## config.mk

```make
export PLATFORM = sky130hd
export DESIGN_NAME = gauss_unit_top
export DESIGN_NICKNAME = d
export VERILOG_FILES = /design/src/rtl/gauss_sequencer_pkg.sv /design/src/rtl/gauss_datapath.sv /design/src/rtl/gauss_unit_top.sv /design/src/rtl/gauss_sequencer.sv
export SDC_FILE = /design/constraint.sdc
export NUM_CORES = 1
export LEC_CHECK = 0
export BUFFER_PORTS_ARGS = -buffer_cell sky130_fd_sc_hd__buf_2
export CORE_UTILIZATION = 56
export CTS_CLUSTER_DIAMETER = 40
export CTS_CLUSTER_SIZE = 28
export DETAILED_ROUTE_END_ITERATION = 12
export PLACE_DENSITY = 0.77
export SLEW_MARGIN = 20
export SYNTH_ARGS = -nofsm -noshare
export SYNTH_HDL_FRONTEND = slang
export SYNTH_SLANG_ARGS = --single-unit
```

## constraint.sdc

```tcl
create_clock -name clk -period 2.6 [get_ports clk]
set_clock_uncertainty 0.1 [all_clocks]
set_input_delay 0.39 -clock clk [delete_from_list [all_inputs] [get_ports clk]]
set_output_delay 0.39 -clock clk [all_outputs]
set_load 0.01 [all_outputs]
```

## src/rtl/gauss_sequencer_pkg.sv

```systemverilog
// Shared FSM encoding and datapath control words for the n(n+1)/2 sequencer.
package gauss_sequencer_pkg;

  typedef enum logic [2:0] {
    StIdle,
    StInit,
    StCheck,
    StAcc,
    StDec,
    StResp
  } state_e;

  // Control word bit order is {dec_n, load_acum, init}.
  localparam logic [2:0] CW_NOP  = 3'b000;
  localparam logic [2:0] CW_INIT = 3'b001;
  localparam logic [2:0] CW_ACC  = 3'b010;
  localparam logic [2:0] CW_DEC  = 3'b100;

endpackage

```

## src/rtl/gauss_datapath.sv

```systemverilog
// Datapath: counts n down to zero while accumulating n into the result.
module gauss_datapath import gauss_sequencer_pkg::*; #(
  parameter int unsigned width = 16
) (
  input  logic             clk,
  input  logic             preset,
  input  logic [2:0]       ctrlword,
  input  logic [width-1:0] data_in,
  output logic             status,
  output logic             prediction,
  output logic             done,
  output logic [width-1:0] result
);

  logic [width-1:0] n_q;
  logic [width-1:0] acc_q;
  logic             pred_q;

  // Load, accumulate or decrement as commanded; pred_q remembers an n==1 accumulate.
  always_ff @(posedge clk) begin
    if (preset) begin
      n_q    <= '0;
      acc_q  <= '0;
      pred_q <= 1'b0;
    end else if (ctrlword == CW_INIT) begin
      n_q    <= data_in;
      acc_q  <= '0;
      pred_q <= 1'b0;
    end else if (ctrlword == CW_ACC) begin
      acc_q  <= acc_q + n_q;
      pred_q <= (n_q == width'(1));
    end else if (ctrlword == CW_DEC) begin
      n_q    <= n_q - width'(1);
    end
  end

  // Flags and result are straight views of the registers.
  always_comb begin
    status     = (n_q != '0);
    done       = (n_q == '0);
    prediction = pred_q;
    result     = acc_q;
  end

endmodule

```

## src/rtl/gauss_unit_top.sv

```systemverilog
// Wrapper pairing the sequencer with its datapath.
module gauss_unit_top #(
  parameter int unsigned width = 16
) (
  input  logic             clk,
  input  logic             preset,
  input  logic             start,
  input  logic [width-1:0] operand,
  output logic             start_ready,
  output logic             result_valid,
  input  logic             result_ready,
  output logic [width-1:0] result_out,
  output logic [width-1:0] iter_count,
  output logic             error
);

  logic [2:0]       ctrlword;
  logic [width-1:0] data;
  logic             status;
  logic             prediction;
  logic             done;
  logic [width-1:0] result;

  gauss_sequencer #(.width(width)) u_seq (
    .clk          (clk),
    .preset       (preset),
    .start        (start),
    .operand      (operand),
    .start_ready  (start_ready),
    .ctrlword     (ctrlword),
    .data_out     (data),
    .status_i     (status),
    .prediction_i (prediction),
    .done_i       (done),
    .result_i     (result),
    .result_valid (result_valid),
    .result_ready (result_ready),
    .result_out   (result_out),
    .iter_count   (iter_count),
    .error        (error)
  );

  gauss_datapath #(.width(width)) u_dp (
    .clk        (clk),
    .preset     (preset),
    .ctrlword   (ctrlword),
    .data_in    (data),
    .status     (status),
    .prediction (prediction),
    .done       (done),
    .result     (result)
  );

endmodule

```

## src/rtl/gauss_sequencer.sv

```systemverilog
// Control FSM that drives the gauss datapath and hands the result back.
module gauss_sequencer import gauss_sequencer_pkg::*; #(
  parameter int unsigned width = 16
) (
  input  logic             clk,
  input  logic             preset,
  input  logic             start,
  input  logic [width-1:0] operand,
  output logic             start_ready,
  output logic [2:0]       ctrlword,
  output logic [width-1:0] data_out,
  input  logic             status_i,
  input  logic             prediction_i,
  input  logic             done_i,
  input  logic [width-1:0] result_i,
  output logic             result_valid,
  input  logic             result_ready,
  output logic [width-1:0] result_out,
  output logic [width-1:0] iter_count,
  output logic             error
);

  state_e           state_q, state_d;
  logic [width-1:0] data_q;
  logic [width-1:0] iter_q;
  logic [width-1:0] result_q;
  logic             error_q;

  // State register and job bookkeeping.
  always_ff @(posedge clk) begin
    if (preset) begin
      state_q  <= StIdle;
      data_q   <= '0;
      iter_q   <= '0;
      result_q <= '0;
      error_q  <= 1'b0;
    end else begin
      state_q <= state_d;
      if (state_q == StIdle && start) begin
        data_q <= operand;
        iter_q <= '0;
      end
      if (state_q == StAcc) begin
        iter_q <= iter_q + width'(1);
      end
      // Capture only on the entering edge so the result holds while waiting for ready.
      if (state_d == StResp && state_q != StResp) begin
        result_q <= result_i;
      end
      // Sticky: flags that disagree with the datapath's count.
      if ((state_q == StAcc && !status_i) || (state_q == StCheck && status_i && done_i)) begin
        error_q <= 1'b1;
      end
    end
  end

  // Next-state and per-state control outputs.
  always_comb begin
    state_d      = state_q;
    ctrlword     = CW_NOP;
    start_ready  = 1'b0;
    result_valid = 1'b0;
    case (state_q)
      StIdle: begin
        start_ready = 1'b1;
        if (start) state_d = StInit;
      end
      StInit: begin
        ctrlword = CW_INIT;
        state_d  = StCheck;
      end
      StCheck: begin
        state_d = done_i ? StResp : StAcc;
      end
      StAcc: begin
        ctrlword = CW_ACC;
        state_d  = StDec;
      end
      StDec: begin
        ctrlword = CW_DEC;
        state_d  = prediction_i ? StResp : StAcc;
      end
      StResp: begin
        result_valid = 1'b1;
        if (result_ready) state_d = StIdle;
      end
      default: state_d = StIdle;
    endcase
  end

  assign data_out   = data_q;
  assign iter_count = iter_q;
  assign result_out = result_q;
  assign error      = error_q;

endmodule

```

* After elaboration in Yosys (flattened, before gate mapping)
Index checks and enable logic that the tools add are counted.
Word-level totals: input bits 20, output and inout bits 35, word-level logic and storage cells 50, register bits after elaboration 85
Operators by class: reduce and logical (&&, ||, !) cells 14, multiplexer cells 13, eq/ne operators 12, add/sub/neg operators 3
Operators with widths (count):
- 16-bit two-way mux | 5
- 3-bit one-hot mux with 6 select lines | 1
- 16-bit by 1-bit adder with 16-bit output (second input constant) | 1
- 16-bit adder | 1
- 16-bit by 1-bit equality test with 1-bit output (second input constant) | 1
- 16-bit logical NOT | 1
- 16-bit nonzero test | 1
- 16-bit by 1-bit subtractor with 16-bit output (second input constant) | 1
- 3-bit equality test (second input constant) | 4
- 3-bit two-way mux | 4
- 3-bit by 2-bit equality test with 1-bit output (second input constant) | 3
- 3-bit one-hot mux with 3 select lines | 1
- 3-bit by 1-bit equality test with 1-bit output (second input constant) | 2
- 1-bit logical AND | 5
- 2-bit nonzero test | 2
- 3-bit logical NOT | 1
- 3-bit != test (second input constant) | 1
- 1-bit two-way mux | 2
- 2-bit by 1-bit != test with 1-bit output (second input constant) | 1
- 2-bit AND reduction | 1
- 2-bit OR reduction | 1
- 1-bit logical NOT | 1
- 1-bit logical OR | 1

* Depth between registers and ports, before layout
depth in word-level cells 6, mapped depth 9, mapped depth without buffers 9

* Modules after synthesis
From an unflattened synthesis, not the netlist that was laid out.
Unflattened totals: cells, all modules 571, area total of the unflattened synthesis 4551.9 µm²
Modules (own cells, without submodules):
- gauss_sequencer | area each 2334.7 µm², times used 1, cells an instance 282, seq. area each 1041.0 µm²
- gauss_datapath | area each 2217.1 µm², times used 1, cells an instance 289, seq. area each 660.6 µm²

* Worst setup path before layout
OpenSTA, ideal clock, no wires.
path kind reg-to-reg, start point reg u_dp.n_q[1], end point reg u_seq.result_q[10], in the netlist u_seq.result_out[10], slack 307 ps, stages on the path, launching flop included 10, required time 2372 ps, data arrival time 2065 ps, buffers on the path 1, setup time 128 ps, period minus slack after synthesis 2293 ps, cells stage by stage dfxtp_1 > inv_1 > ha_1 > nor3b_1 > and2_1 > nand4b_2 > a21oi_4 > buf_12 > mux2i_1 > nor2_1
On the way: word-level cells in the longest chain between the ends 5
RTL lines:
- start, declared | line gauss_datapath.sv:15 | logic [width-1:0] n_q;
- start signal, assigned | line gauss_datapath.sv:26 | n_q <= data_in;
- start signal, assigned | line gauss_datapath.sv:33 | n_q <= n_q - width'(1);
- 16-bit logical NOT | line gauss_datapath.sv:40 | done = (n_q == '0);
- 3-bit two-way mux | line gauss_sequencer.sv:73 | state_d = done_i ? StResp : StAcc;
- 3-bit one-hot mux with 6 select lines | line gauss_sequencer.sv:63 | case (state_q)
- 3-bit equality test | line gauss_sequencer.sv:47 | if (state_d == StResp && state_q != StResp) begin
- 1-bit logical AND | line gauss_sequencer.sv:47
- end signal, assigned | line gauss_sequencer.sv:48 | result_q <= result_i;
- end, declared | line gauss_sequencer.sv:26 | logic [width-1:0] result_q;
No other way between the ends. A chain may end at the register's enable or synchronous reset.

* Worst setup path after layout
start point reg u_dp.acc_q[0], in the netlist u_dp.result[0], end point reg u_dp.acc_q[12], in the netlist u_dp.result[12]
On the way: word-level cells in the longest chain between the ends 1
RTL lines:
- start, declared | line gauss_datapath.sv:16 | logic [width-1:0] acc_q;
- start signal, assigned | line gauss_datapath.sv:30 | acc_q <= acc_q + n_q;
- 16-bit adder | line gauss_datapath.sv:30
No other way between the ends.

==> impl_metrics.yaml <==
status:
  status: "complete, no violations"
clocking:
  root_buffer: "clkbuf_8"
  hold_buffers: 0
  clockBufferDepth: 2
  clk_latency_ns: 0.36
  cts_setup_buffers: 0
  cts_sinks: 85
  htree_num_levels: 3
  cts_tree: "yes"
  cts_buffers: 9
  clk_pin_slew_worst_paths_ns: 0.09
  cts-resized-gates: 0
worst_setup_path:
  cpMaxStageDelayCell: "or4b_1"
  r2r_slack_ns: 0.19
  worst_setup_path_start_kind: "flop"
  crit_fanout: 3
  crit_chain: "ha_1, inv_1, fa_1, nor2b_1, o2111ai_1, nand4b_1, a21oi_1, or4b_1, nand3_1"
  r2r-start: "u_dp.result[0]"
  worstRegToRegCells: 9
  worstPathArrival_ns: 2.61
  r2r_end: "u_dp.result[12]"
  crit_start: "u_dp.result[0]"
  cp-end-kind: "flop"
  endpoint: "u_dp.result[12]"
  cpPeakStageDelay_ns: 0.51
  worstSetupPathType: "flop to flop"
  cp_data_required_time_ns: 2.80
logic_synthesis:
  synthesis.nets: 597
  synth-seq-cells: 85
  ys_seq_area_frac: 0.378
  yosysWarnings: 0
  avgSynthCellArea_sq_um: 8.06
  synth_cell_type_count: 60
  syn_inst: 558
  synth_edf_count: 0
  syn-cell-area_sq_um: 4500
  ys.flop_type: "dfxtp_1"
  synth-async-reset-ratio: 0
drt:
  wl_mm: 10.4
  vias: 4223
  drt-initial-drc-count: 271
  wl_per_cell_microns: 14.5
  detail-route-antenna-nets: 0
  via_per_inst: 5.86
  drc: 0
  drt-pass1-iter-count: 5
power_and_ir_drop:
  netSwitchingFraction: 0.406
  clockPowerShare: 0.203
  p_seq_frac: 0.329
  power.density_nw_per_um2: 1010
  p_switching_w: 0.00212
  max-vdd-ir-drop_uv: 524
  p_int_w: 0.00311
  comb_power_share: 0.467
  leakage_nw: 2.13
grt:
  grt_util_met3: 0.0589
  grt-busiest-layer: "met2"
  met2_usage: 0.427
  grt_pass1_vias: 3858
  grt_overflow: 0
  grt_usage: 0.260
  grtUsageMet1: 0.340
  grt_max_degree: 74
  antenna_found_initial: 0
  grt_pass1_wl_mm: 17.5
timing:
  slew_viol_final: 0
  period_share: 0.926
  rsz0062_at_grt: "false"
  fin_setup_tns_ns: 0
  slew_headroom: 0.504
  tightest_slew_ns: 0.744
  setup_violations: 0
  min_period_ns: 2.41
  finalHoldViolations: 0
  max_freq_ghz: 0.415
hold_path:
  min_path_type: "input port to flop"
cells_and_area:
  nets: 653
  fillCellCount: 679
  utilization: 0.665
  antenna_cells: 0
  syn_to_final_growth_pct: 14.8
  drive_gt1_frac: 0.170
  finish.instance_area_sq_um: 5160
run:
  cap_violations: 0
floorplanning:
  core.rowCount: 32
  core_sq_um: 7770
  io_pins: 55
  die-area_sq_um: 8400
  start_util: 0.579
  dieHeight_microns: 91.6
  die_width_microns: 91.6
placement:
  hpwl_mm: 7.46
  gp_congestion: 0.854
  io_buffers: 54
  dpl-instance-area_sq_um: 4940
[routing by layer]
metal / up-vias / routed length, microns
li1: 2110 / -
met1: 1982 / 4910
met2: 115 / 4870
met3: 16 / 515
met4: 0 / 139
met5: - / 0
[through the flow]
step	worst slack, ns	hold slack (ns)	std cells	total power (W)
after global placement	0.274	0.347	705	0.00408
after floorplan	0.307	0.333	558	0.00344
final	0.192	0.165	721	0.00523
after CTS	0.159	0.155	721	0.00522
after detailed placement	0.227	0.350	705	0.00416
after global routing	0.0359	0.163	721	0.00559
[cells in the mapped netlist, types with 6 or more instances]
library cell / instances / area [sq um]
nand3_1: 19 / 95.1
clkbuf_1: 26 / 97.6
nand3b_1: 6 / 45.0
inv_1: 13 / 48.8
nand2_1: 77 / 289
o21ai_0: 24 / 120
mux2i_1: 17 / 170
a31oi_1: 6 / 37.5
o22ai_1: 6 / 37.5
a21o_1: 10 / 75.1
o21a_1: 8 / 60.1
a21oi_1: 57 / 285
nor3_1: 11 / 55.1
xnor2_1: 7 / 61.3
ha_1: 18 / 225
a22oi_1: 6 / 45.0
dfxtp_1: 85 / 1700
nor2_1: 63 / 236
a211oi_1: 10 / 75.1
[layout make-up]
cell class / count / area [sq um] / share of cell area
tap: 102 / 128 / 0.0247
timing repair buffer: 76 / 448 / 0.0867
clock inverter: 4 / 70.1 / 0.0136
multi-input combinational: 429 / 2610 / 0.506
inverter: 13 / 48.8 / 0.00945
sequential: 85 / 1700 / 0.330
clock buffer: 12 / 155 / 0.0300
[placed cells by master, fill, tap and decap left out, types with 3 or more instances in the layout]
master / instances
and2_1: 4
a311oi_1: 5
or2_2: 3
xnor2_1: 7
a31oi_1: 6
a21oi_1: 57
nand2b_1: 5
o22ai_1: 6
a221oi_1: 3
nor3b_1: 4
o21ai_0: 24
nand3b_1: 6
nand4b_1: 3
a211o_1: 3
inv_1: 13
and3_1: 4
buf_2: 54
buf_4: 21
or3_1: 5
a211oi_1: 10
a22oi_1: 6
o21a_1: 8
nand3_1: 19
mux2i_1: 17
a21o_1: 10
xor2_1: 3
dfxtp_1: 84
nor2_1: 63
nand2_1: 77
nor2b_1: 3
ha_1: 18
nand4_1: 3
nor3_1: 11
o31ai_1: 3
clkbuf_8: 11
[how the worst min path moves through the flow]
stage / startpoint / endpoint / slack, ns / cells after the start
final: operand[9] / u_seq.data_out[9] / 0.16 / 3
after global placement: u_seq.data_out[5] / u_seq.data_out[5] / 0.35 / 2
after global routing: operand[10] / u_seq.data_out[10] / 0.16 / 3
after CTS: operand[12] / u_seq.data_out[12] / 0.16 / 3
after detailed placement: u_seq.data_out[10] / u_seq.data_out[10] / 0.35 / 2
after floorplan: u_seq.data_out[10] / u_seq.data_out[10] / 0.33 / 2
[flip-flops by register name, summed over array words and instances (netlist names)]
| signal | count |
|---|---|
| u_dp.result | 16 |
| u_dp.n_q | 16 |
| u_seq.state_q | 3 |
| u_seq.result_out | 16 |
| u_seq.error | 1 |
| u_dp.prediction | 1 |
| u_seq.data_out | 16 |
| u_seq.iter_count | 16 |
[logic make-up after synthesis]
group                      count (synthesis)  synth area share
adders and majority gates                 19            0.0545
xor gates and xnor gates                  10            0.0195
and+or+nand+nor                          221             0.235
AOI/OAI and AO/OA                        160             0.228
buffers and inverters                     44            0.0414
muxes                                     19            0.0428
DFF                                       85             0.378
[critical path, delay by kind of cell, from the launching register on]
family	cells	cell delay, ns
buf+inv	1	0.06
compound gates	2	0.29
simple gates	4	0.97
flops	1	0.36
fa+ha+maj	2	0.59
[power groups by stage]
stage	logic, W	clock network [W]	registers [W]
final	0.00245	0.00106	0.00172
after global routing	0.00270	0.00113	0.00175
after CTS	0.00243	0.00108	0.00171
after detailed placement	0.00241	0	0.00174
after global placement	0.00235	0	0.00173
after floorplan	0.00177	0	0.00166
Power figures use the tool's default switching activity.
